[src/rtl/fetch_ctrl_if.sv]
// Handshake bundle between the pipeline hazard/branch logic and fetch_ctrl.
// Optional stall/flush performance counters are present when FETCH_CTRL_PERF_EN is defined.
interface fetch_ctrl_if;
    logic        redirect;
    logic        ext_stall;
    logic        load_use;
    logic        predict_taken;
    logic [2:0]  pc_sel;
    logic        pc_en;
    logic        ifid_en;
    logic        ifid_flush;
    logic        idex_flush;
    logic [1:0]  state_o;
`ifdef FETCH_CTRL_PERF_EN
    logic [31:0] stall_cnt;
    logic [31:0] flush_cnt;
`endif

    // Pipeline side: raises stall/redirect requests and consumes fetch controls
    modport master (
        output redirect,
        output ext_stall,
        output load_use,
        output predict_taken,
        input  pc_sel,
        input  pc_en,
        input  ifid_en,
        input  ifid_flush,
        input  idex_flush,
        input  state_o
`ifdef FETCH_CTRL_PERF_EN
        ,
        input  stall_cnt,
        input  flush_cnt
`endif
    );

    // Controller side
    modport slave (
        input  redirect,
        input  ext_stall,
        input  load_use,
        input  predict_taken,
        output pc_sel,
        output pc_en,
        output ifid_en,
        output ifid_flush,
        output idex_flush,
        output state_o
`ifdef FETCH_CTRL_PERF_EN
        ,
        output stall_cnt,
        output flush_cnt
`endif
    );
endinterface

[src/rtl/fetch_ctrl.sv]
// Front-end fetch controller: BOOT/RUN/STALL/FLUSH sequencing with Mealy PC and IF/ID control.
// Define FETCH_CTRL_PERF_EN to add saturating stall_cnt / flush_cnt performance counters.
module fetch_ctrl #(
    parameter int BOOT_CYCLES  = 1,
    parameter int FLUSH_CYCLES = 1
) (
    input  logic         clk,
    input  logic         rst,
    fetch_ctrl_if.slave  bus
);
    localparam int BOOT_W  = (BOOT_CYCLES  > 1) ? $clog2(BOOT_CYCLES)  : 1;
    localparam int FLUSH_W = (FLUSH_CYCLES > 1) ? $clog2(FLUSH_CYCLES) : 1;
    localparam logic [BOOT_W-1:0]  BOOT_LOAD  = BOOT_W'(BOOT_CYCLES - 1);
    localparam logic [FLUSH_W-1:0] FLUSH_LOAD = FLUSH_W'(FLUSH_CYCLES - 1);
    localparam logic [BOOT_W-1:0]  BOOT_ZERO  = {BOOT_W{1'b0}};
    localparam logic [FLUSH_W-1:0] FLUSH_ZERO = {FLUSH_W{1'b0}};
    localparam logic [FLUSH_W-1:0] FLUSH_ONE  = FLUSH_W'(1'b1);

    localparam logic [2:0] SEL_SEQ  = 3'b000;
    localparam logic [2:0] SEL_BR   = 3'b001;
    localparam logic [2:0] SEL_PRED = 3'b010;
    localparam logic [2:0] SEL_RST  = 3'b100;

    typedef enum logic [1:0] {
        ST_BOOT  = 2'b00,
        ST_RUN   = 2'b01,
        ST_STALL = 2'b10,
        ST_FLUSH = 2'b11
    } state_t;

    state_t             state_r;
    state_t             state_nxt_s;
    logic [BOOT_W-1:0]  boot_ctr_r;
    logic [BOOT_W-1:0]  boot_ctr_nxt_s;
    logic [FLUSH_W-1:0] flush_ctr_r;
    logic [FLUSH_W-1:0] flush_ctr_nxt_s;

    logic [2:0] pc_sel_s;
    logic       pc_en_s;
    logic       ifid_en_s;
    logic       ifid_flush_s;
    logic       idex_flush_s;

    // Next-state, down-counter and Mealy output decode
    always_comb begin
        state_nxt_s     = state_r;
        boot_ctr_nxt_s  = boot_ctr_r;
        flush_ctr_nxt_s = flush_ctr_r;
        pc_sel_s        = SEL_SEQ;
        pc_en_s         = 1'b1;
        ifid_en_s       = 1'b1;
        ifid_flush_s    = 1'b0;
        idex_flush_s    = 1'b0;

        if (rst) begin
            // Reset drives the boot vector regardless of the held state
            pc_sel_s     = SEL_RST;
            ifid_flush_s = 1'b1;
            idex_flush_s = 1'b1;
        end else begin
            case (state_r)
                ST_BOOT: begin
                    pc_sel_s     = SEL_RST;
                    ifid_flush_s = 1'b1;
                    idex_flush_s = 1'b1;
                    if (boot_ctr_r == BOOT_ZERO) begin
                        state_nxt_s = ST_RUN;
                    end else begin
                        boot_ctr_nxt_s = boot_ctr_r - BOOT_W'(1'b1);
                    end
                end
                ST_RUN, ST_STALL, ST_FLUSH: begin
                    if (bus.ext_stall) begin
                        // Freeze the whole front end; a pending flush keeps its count
                        pc_en_s     = 1'b0;
                        ifid_en_s   = 1'b0;
                        state_nxt_s = (state_r == ST_FLUSH) ? ST_FLUSH : ST_STALL;
                    end else if (bus.redirect) begin
                        pc_sel_s        = SEL_BR;
                        ifid_flush_s    = 1'b1;
                        idex_flush_s    = 1'b1;
                        flush_ctr_nxt_s = FLUSH_LOAD;
                        state_nxt_s     = (FLUSH_CYCLES > 1) ? ST_FLUSH : ST_RUN;
                    end else if (state_r == ST_FLUSH) begin
                        ifid_flush_s = 1'b1;
                        if (flush_ctr_r > FLUSH_ONE) begin
                            flush_ctr_nxt_s = flush_ctr_r - FLUSH_ONE;
                        end else begin
                            flush_ctr_nxt_s = FLUSH_ZERO;
                            state_nxt_s     = ST_RUN;
                        end
                    end else if (bus.load_use) begin
                        pc_en_s      = 1'b0;
                        ifid_en_s    = 1'b0;
                        idex_flush_s = 1'b1;
                        state_nxt_s  = ST_RUN;
                    end else if (bus.predict_taken) begin
                        pc_sel_s    = SEL_PRED;
                        state_nxt_s = ST_RUN;
                    end else begin
                        state_nxt_s = ST_RUN;
                    end
                end
                default: begin
                    state_nxt_s     = ST_BOOT;
                    boot_ctr_nxt_s  = BOOT_LOAD;
                    flush_ctr_nxt_s = FLUSH_ZERO;
                end
            endcase
        end
    end

    // State register and BOOT/FLUSH down-counters
    always_ff @(posedge clk) begin
        if (rst) begin
            state_r     <= ST_BOOT;
            boot_ctr_r  <= BOOT_LOAD;
            flush_ctr_r <= FLUSH_ZERO;
        end else begin
            state_r     <= state_nxt_s;
            boot_ctr_r  <= boot_ctr_nxt_s;
            flush_ctr_r <= flush_ctr_nxt_s;
        end
    end

    assign bus.pc_sel     = pc_sel_s;
    assign bus.pc_en      = pc_en_s;
    assign bus.ifid_en    = ifid_en_s;
    assign bus.ifid_flush = ifid_flush_s;
    assign bus.idex_flush = idex_flush_s;
    assign bus.state_o    = state_r;

`ifdef FETCH_CTRL_PERF_EN
    logic [31:0] perf_stall_r;
    logic [31:0] perf_flush_r;
    logic        live_s;

    assign live_s = (!rst) && (state_r != ST_BOOT);

    // Saturating stall and flush occupancy counters
    always_ff @(posedge clk) begin
        if (rst) begin
            perf_stall_r <= 32'h0000_0000;
            perf_flush_r <= 32'h0000_0000;
        end else begin
            if (live_s && !pc_en_s && (perf_stall_r != 32'hFFFF_FFFF)) begin
                perf_stall_r <= perf_stall_r + 32'd1;
            end else begin
                perf_stall_r <= perf_stall_r;
            end
            if (live_s && ifid_flush_s && (perf_flush_r != 32'hFFFF_FFFF)) begin
                perf_flush_r <= perf_flush_r + 32'd1;
            end else begin
                perf_flush_r <= perf_flush_r;
            end
        end
    end

    assign bus.stall_cnt = perf_stall_r;
    assign bus.flush_cnt = perf_flush_r;
`endif

endmodule

[src/flat_wrapper.sv]
// flat-port wrapper written by rule: the top's interface ports become plain ports
module fetch_ctrl_flat 
#(
    parameter int BOOT_CYCLES  = 1,
    parameter int FLUSH_CYCLES = 1
)
  (clk, rst, bus_redirect, bus_ext_stall, bus_load_use, bus_predict_taken, bus_pc_sel, bus_pc_en, bus_ifid_en, bus_ifid_flush, bus_idex_flush, bus_state_o);
  fetch_ctrl_if bus_i ();
  input  logic clk;
  input  logic rst;
  input wire logic [$bits(bus_i.redirect)-1:0] bus_redirect;
  input wire logic [$bits(bus_i.ext_stall)-1:0] bus_ext_stall;
  input wire logic [$bits(bus_i.load_use)-1:0] bus_load_use;
  input wire logic [$bits(bus_i.predict_taken)-1:0] bus_predict_taken;
  output wire logic [$bits(bus_i.pc_sel)-1:0] bus_pc_sel;
  output wire logic [$bits(bus_i.pc_en)-1:0] bus_pc_en;
  output wire logic [$bits(bus_i.ifid_en)-1:0] bus_ifid_en;
  output wire logic [$bits(bus_i.ifid_flush)-1:0] bus_ifid_flush;
  output wire logic [$bits(bus_i.idex_flush)-1:0] bus_idex_flush;
  output wire logic [$bits(bus_i.state_o)-1:0] bus_state_o;
  assign bus_i.redirect = bus_redirect;
  assign bus_i.ext_stall = bus_ext_stall;
  assign bus_i.load_use = bus_load_use;
  assign bus_i.predict_taken = bus_predict_taken;
  assign bus_pc_sel = bus_i.pc_sel;
  assign bus_pc_en = bus_i.pc_en;
  assign bus_ifid_en = bus_i.ifid_en;
  assign bus_ifid_flush = bus_i.ifid_flush;
  assign bus_idex_flush = bus_i.idex_flush;
  assign bus_state_o = bus_i.state_o;
  fetch_ctrl #(.BOOT_CYCLES(BOOT_CYCLES), .FLUSH_CYCLES(FLUSH_CYCLES)) u_core (.clk(clk), .rst(rst), .bus(bus_i));
endmodule
[config.mk]
export PLATFORM = sky130hd
export DESIGN_NAME = fetch_ctrl_flat
export DESIGN_NICKNAME = d
export VERILOG_FILES = /design/src/rtl/fetch_ctrl_if.sv /design/src/rtl/fetch_ctrl.sv /design/src/flat_wrapper.sv
export SDC_FILE = /design/constraint.sdc
export NUM_CORES = 1
export LEC_CHECK = 0
export CAP_MARGIN = 10
export CORE_AREA = 2 2 39 41
export CTS_CLUSTER_DIAMETER = 50
export DETAILED_ROUTE_END_ITERATION = 8
export DIE_AREA = 0 0 41 43
export PLACE_DENSITY = 0.42
export SYNTH_ARGS = -nofsm -noshare
export SYNTH_HDL_FRONTEND = slang
export SYNTH_SLANG_ARGS = --single-unit
[constraint.sdc]
create_clock -name clk -period 1.1 [get_ports clk]
set_input_delay 0.165 -clock clk [delete_from_list [all_inputs] [get_ports clk]]
set_output_delay 0.165 -clock clk [all_outputs]
set_load 0.02 [all_outputs]
After elaboration in Yosys (flattened, before gate mapping) --
Cells that the tools add are included.
Cells by class: add/sub/neg operators 2, order comparisons 1, equal/unequal tests 5, muxes and demuxes 35, bitwise logic cells 1, reductions and logical operators 5
Operators with widths (count):
- 1-bit 2-to-1 mux | 20
- 3-bit 2-to-1 mux | 5
- 2-bit 2-to-1 mux | 6
- 3-bit one-hot mux with 2 select lines | 1
- 5-bit inequality test (second input constant) | 1
- 2-bit == test (second input constant) | 2
- 1-bit one-hot mux with 2 select lines | 2
- 2-bit one-hot mux with 2 select lines | 1
- 3-bit AND reduction | 1
- 3-bit OR reduction | 1
- 2-bit by 1-bit == test with 1-bit output (second input constant) | 1
- 2-bit zero test | 1
- 2-bit inequality test (second input constant) | 1
- 2-bit AND reduction | 1
- 2-bit nonzero test | 1
- 1-bit subtractor (second input constant) | 2
- 1-bit greater-than comparator (second input constant) | 1
- 1-bit inverter | 1
Storage, ports and cells: register bits 4, bits of input ports 6

Logic depth before layout (Yosys ltp) --
word-level depth 7, gate-level depth with buffers 4, depth with buffers taken out 3

Worst setup path before layout --
Ideal clock, no wire load.
kind reg-to-output, start reg u_core.state_r[1], in the netlist u_core.bus.state_o[1], end out bus_pc_en, data arrival time 1.598 ns, setup slack -0.663 ns, stages on the path, launching flop included 5, buffers on the path 1, cells stage by stage dfxtp_1 > o21bai_1 > nor2_1 > a21oi_1 > buf_4
Between the ends: cells in the longest elaborated chain, start to end 6
RTL lines:
- from (decl) | RTL line fetch_ctrl.sv:31 | state_t state_r;
- from (signal assigned) | RTL line fetch_ctrl.sv:120 | state_r <= state_nxt_s;
- 2-bit == test
- 1-bit 2-to-1 mux (3 in a row)
- 1-bit 2-to-1 mux * (2 in a row)
- to (decl) | RTL line flat_wrapper.sv:16 | output wire logic [$bits(bus_i.pc_en)-1:0] bus_pc_en;
Every way passes the cells marked *; elsewhere a longest branch is shown, timed or not.

Worst setup path after layout --
start reg u_core.state_r[0], in the netlist u_core.bus.state_o[0], end out bus_idex_flush
Between the ends: cells in the longest elaborated chain, start to end 6
RTL lines:
- 2-bit == test | RTL line fetch_ctrl.sv:61, fetch_ctrl.sv:84
- 1-bit 2-to-1 mux | RTL line fetch_ctrl.sv:84 | end else if (state_r == ST_FLUSH) begin
- 1-bit 2-to-1 mux | RTL line fetch_ctrl.sv:78 | end else if (bus.redirect) begin
- 1-bit 2-to-1 mux | RTL line fetch_ctrl.sv:73 | if (bus.ext_stall) begin
- 1-bit one-hot mux with 2 select lines * | RTL line fetch_ctrl.sv:61 | case (state_r)
- 1-bit 2-to-1 mux * | RTL line fetch_ctrl.sv:55 | if (rst) begin
- to (decl) | RTL line flat_wrapper.sv:19 | output wire logic [$bits(bus_i.idex_flush)-1:0] bus_idex_flush;
Marked as above.

==> qor.json <==
{
  "worst_setup_hold_path_clk_slew_ns": 0.03,
  "insertedDiodeCount": 0,
  "violations_in_the_final_reports": "negative setup slack",
  "grt_overflow": 0,
  "cts_root_buffer": "sky130_fd_sc_hd__clkbuf_4",
  "postLayoutCellArea_um2": 455,
  "place_hpwl_um": 451,
  "numPlacedInstances": 56,
  "largest_register_ffs": 2,
  "final_layout_size_suffix_gt1_share_pct": 68.8,
  "synth_seq_cells": 2,
  "synthesis.yosys.warnings": 0,
  "worstMarginPinSlew_ns": 0.241,
  "worst_ep_required_time_ns": 0.94,
  "synth.top_cells.by_count": "sky130_fd_sc_hd__nor2_1 (5), sky130_fd_sc_hd__a21oi_1 (3), sky130_fd_sc_hd__inv_1 (3)",
  "maxClockFrequency_mhz": 703,
  "worst_stage_delay_on_the_critical_path_ns": 0.39,
  "ys_dominant_reg_cell": "sky130_fd_sc_hd__dfxtp_1",
  "floorplan.initialDensity_pct": 10.2,
  "post-synth-top-count-cell": "sky130_fd_sc_hd__nor2_1",
  "worstPathBufferInverterCount": 3,
  "initial_antenna_violation_count": 0,
  "place_area_um2": 399,
  "setup_viol": 8,
  "grt_pass1_vias": 225,
  "first_drt_pass_iteration_count": 1,
  "timing_worst_setup_path_type": "reg2out",
  "endpoint_kind": "output port",
  "average_cell_area_after_synthesis_um2": 7.07,
  "cts_made_buffers": 3,
  "rsz_0062_raised_after_global_routing": "yes",
  "number_of_cells_in_the_finished_layout_apart_from_fillers": 64,
  "number_of_port_buffers": 14,
  "timing.clock.skew_ns": 0.00764,
  "cap_viol_max_count": 0,
  "drc_errors": 0,
  "layout-area-overhead-vs-synth_pct": 222,
  "routabilityCongestion": 0.729,
  "layout_min_cycle_time_ns": 1.42,
  "post_synth_inst_count": 20,
  "synth_edf_count": 0,
  "slew_headroom_pct": 83.9,
  "synth.top_cells.by_area": "sky130_fd_sc_hd__dfxtp_1 (28%), sky130_fd_sc_hd__nor2_1 (13%), sky130_fd_sc_hd__a21oi_1 (11%)",
  "drt_first_iter_violations": 0,
  "hp-class": "in2reg",
  "number_of_nets_with_antenna_violations_after_routing": 0,
  "power.leakage_nw": 0.211,
  "report.power.total_uw": 447,
  "asyncSetResetFlopFracSynth_pct": 0,
  "period_share_pct": 129,
  "ctsHoldBuffers": 0,
  "cp_dominant_cell_by_count": "sky130_fd_sc_hd__buf_4",
  "crit_chain": "buf_4, inv_2, a21oi_1, o221ai_1, buf_4",
  "synth_area_um2": 141,
  "syn_nets": 26,
  "htreeDepth": 1,
  "core_occupancy_in_the_finished_layout_pct": 32.9,
  "via_to_cell_ratio": 3.83,
  "totalNegativeSetupSlack_ns": -1.84,
  "synth.top_cell.area_share_pct": 28.3,
  "final.setup.worst_slack_ns": -0.323,
  "timing.critical_path.arrival_ns": 1.26,
  "grt_max_degree": 5,
  "drt_wl_total_um": 662,
  "cts_num_sinks": 2,
  "core_mm2": 0.00138,
  "placement_rows": 14,
  "finalNetCount": 55,
  "die_height_um": 43,
  "worstSkewPairLatency_ns": 0.23,
  "horizontal_extent_of_the_die_um": 41,
  "dr_total_vias": 245,
  "detail_route.wl_per_cell_um": 10.3,
  "yosysSeqAreaShare_pct": 28.3,
  "critical_path_peak_fanout": 4,
  "crit_family": "flip-flops",
  "synthDistinctLibCells": 11,
  "pin_count": 15,
  "hold_viol": 0,
  "die_area_mm2": 0.00176,
  "max_vdd_drop_mv": 0.471,
  "tritoncts": "yes",
  "global_route.usage.total_pct": 7.52,
  "synth_largest_area_cell": "sky130_fd_sc_hd__dfxtp_1",
  "clock_tree.buffer_depth": 2,
  "crit_path_top_delay_cell": "sky130_fd_sc_hd__dfxtp_4",
  "p_per_area_mw_per_mm2": 980,
  "outcome": "finished, violations left",
  "critical_path.startpoint_type": "register",
  "fin_worst_hold_slack_ns": 0.310,
  "wire_length_of_the_first_global_routing_pass_um": 897,
  "dp_slack_ns": -0.764,
  "final_max_slew_viol_count": 0
}
-- power breakdown --
group	leakage, nW	internal, mW	total, mW	switching (mW)
Sequential	0.0178	0.0774	0.0894	0.0120
Combinational	0.178	0.0966	0.177	0.0807
Clock	0.0150	0.135	0.180	0.0450
-- final timing paths --
check                                            from               endpoint  slack (ns)  cells past startpoint
worst max-delay path            u_core.bus.state_o[0]         bus_idex_flush       -0.32                      5
worst min-delay path                              rst  u_core.bus.state_o[0]        0.31                      2
worst max register to register  u_core.bus.state_o[1]  u_core.bus.state_o[1]        0.02                      5
worst min register to register  u_core.bus.state_o[1]  u_core.bus.state_o[0]        0.73                      4
-- timing repair --
item,in CTS,in global routing
setup endpoints to repair,9,8
resized for setup,46,6
pin swaps,3,3
setup buffers,1,3
-- cells in the final DEF, fill, tap and decap left out --
master                            netlist  routed
sky130_fd_sc_hd__a21oi_2                0       1
sky130_fd_sc_hd__buf_6                  0       3
sky130_fd_sc_hd__dfxtp_4                0       2
sky130_fd_sc_hd__buf_4                  1      15
sky130_fd_sc_hd__nor2_4                 0       1
sky130_fd_sc_hd__dlygate4sd2_1          0       5
sky130_fd_sc_hd__xnor2_4                0       1
sky130_fd_sc_hd__and3_4                 0       1
sky130_fd_sc_hd__a21oi_1                3       1
sky130_fd_sc_hd__o221ai_1               1       1
sky130_fd_sc_hd__buf_2                  0       1
sky130_fd_sc_hd__clkdlybuf4s50_1        0       1
sky130_fd_sc_hd__nor3b_2                0       1
sky130_fd_sc_hd__inv_1                  3       2
sky130_fd_sc_hd__nor3_2                 1       1
sky130_fd_sc_hd__inv_2                  0       1
sky130_fd_sc_hd__nor2_1                 5       4
sky130_fd_sc_hd__a21oi_4                0       1
sky130_fd_sc_hd__o21bai_4               0       1
sky130_fd_sc_hd__clkbuf_4               0       3
sky130_fd_sc_hd__clkbuf_1               0       1
-- metal layers --
metal | vias to the layer above | routed length, µm | share of wire, % | track usage (%)
li1 | 123 | - | - | -
met1 | 106 | 227 | 34 | 8.33
met2 | 14 | 342 | 52 | 12.2
met3 | 2 | 74 | 11 | 0.524
met4 | 0 | 19 | 2.9 | 6.00
met5 | - | 0 | 0 | 0
-- final cells by class --
type                            count  area (µm²)
Fill cell                         150         928
Timing Repair Buffer               25         205
Multi-Input combinational cell     14         145
Sequential cell                     2        47.5
Clock buffer                        4        26.3
Tap cell                           16        20.0
Inverter                            3        11.3
-- cells by family (layout without fill, tap and decap cells) --
kind of cell    after synthesis  after routing  synth area share (%)
compound gates                5              5                  22.1
buf+inv                       4             32                  13.3
simple gates                  8              8                  30.1
flops                         2              2                  28.3
xor+xnor                      1              1                  6.20
Note: power is estimated with default switching activity, not from simulation.
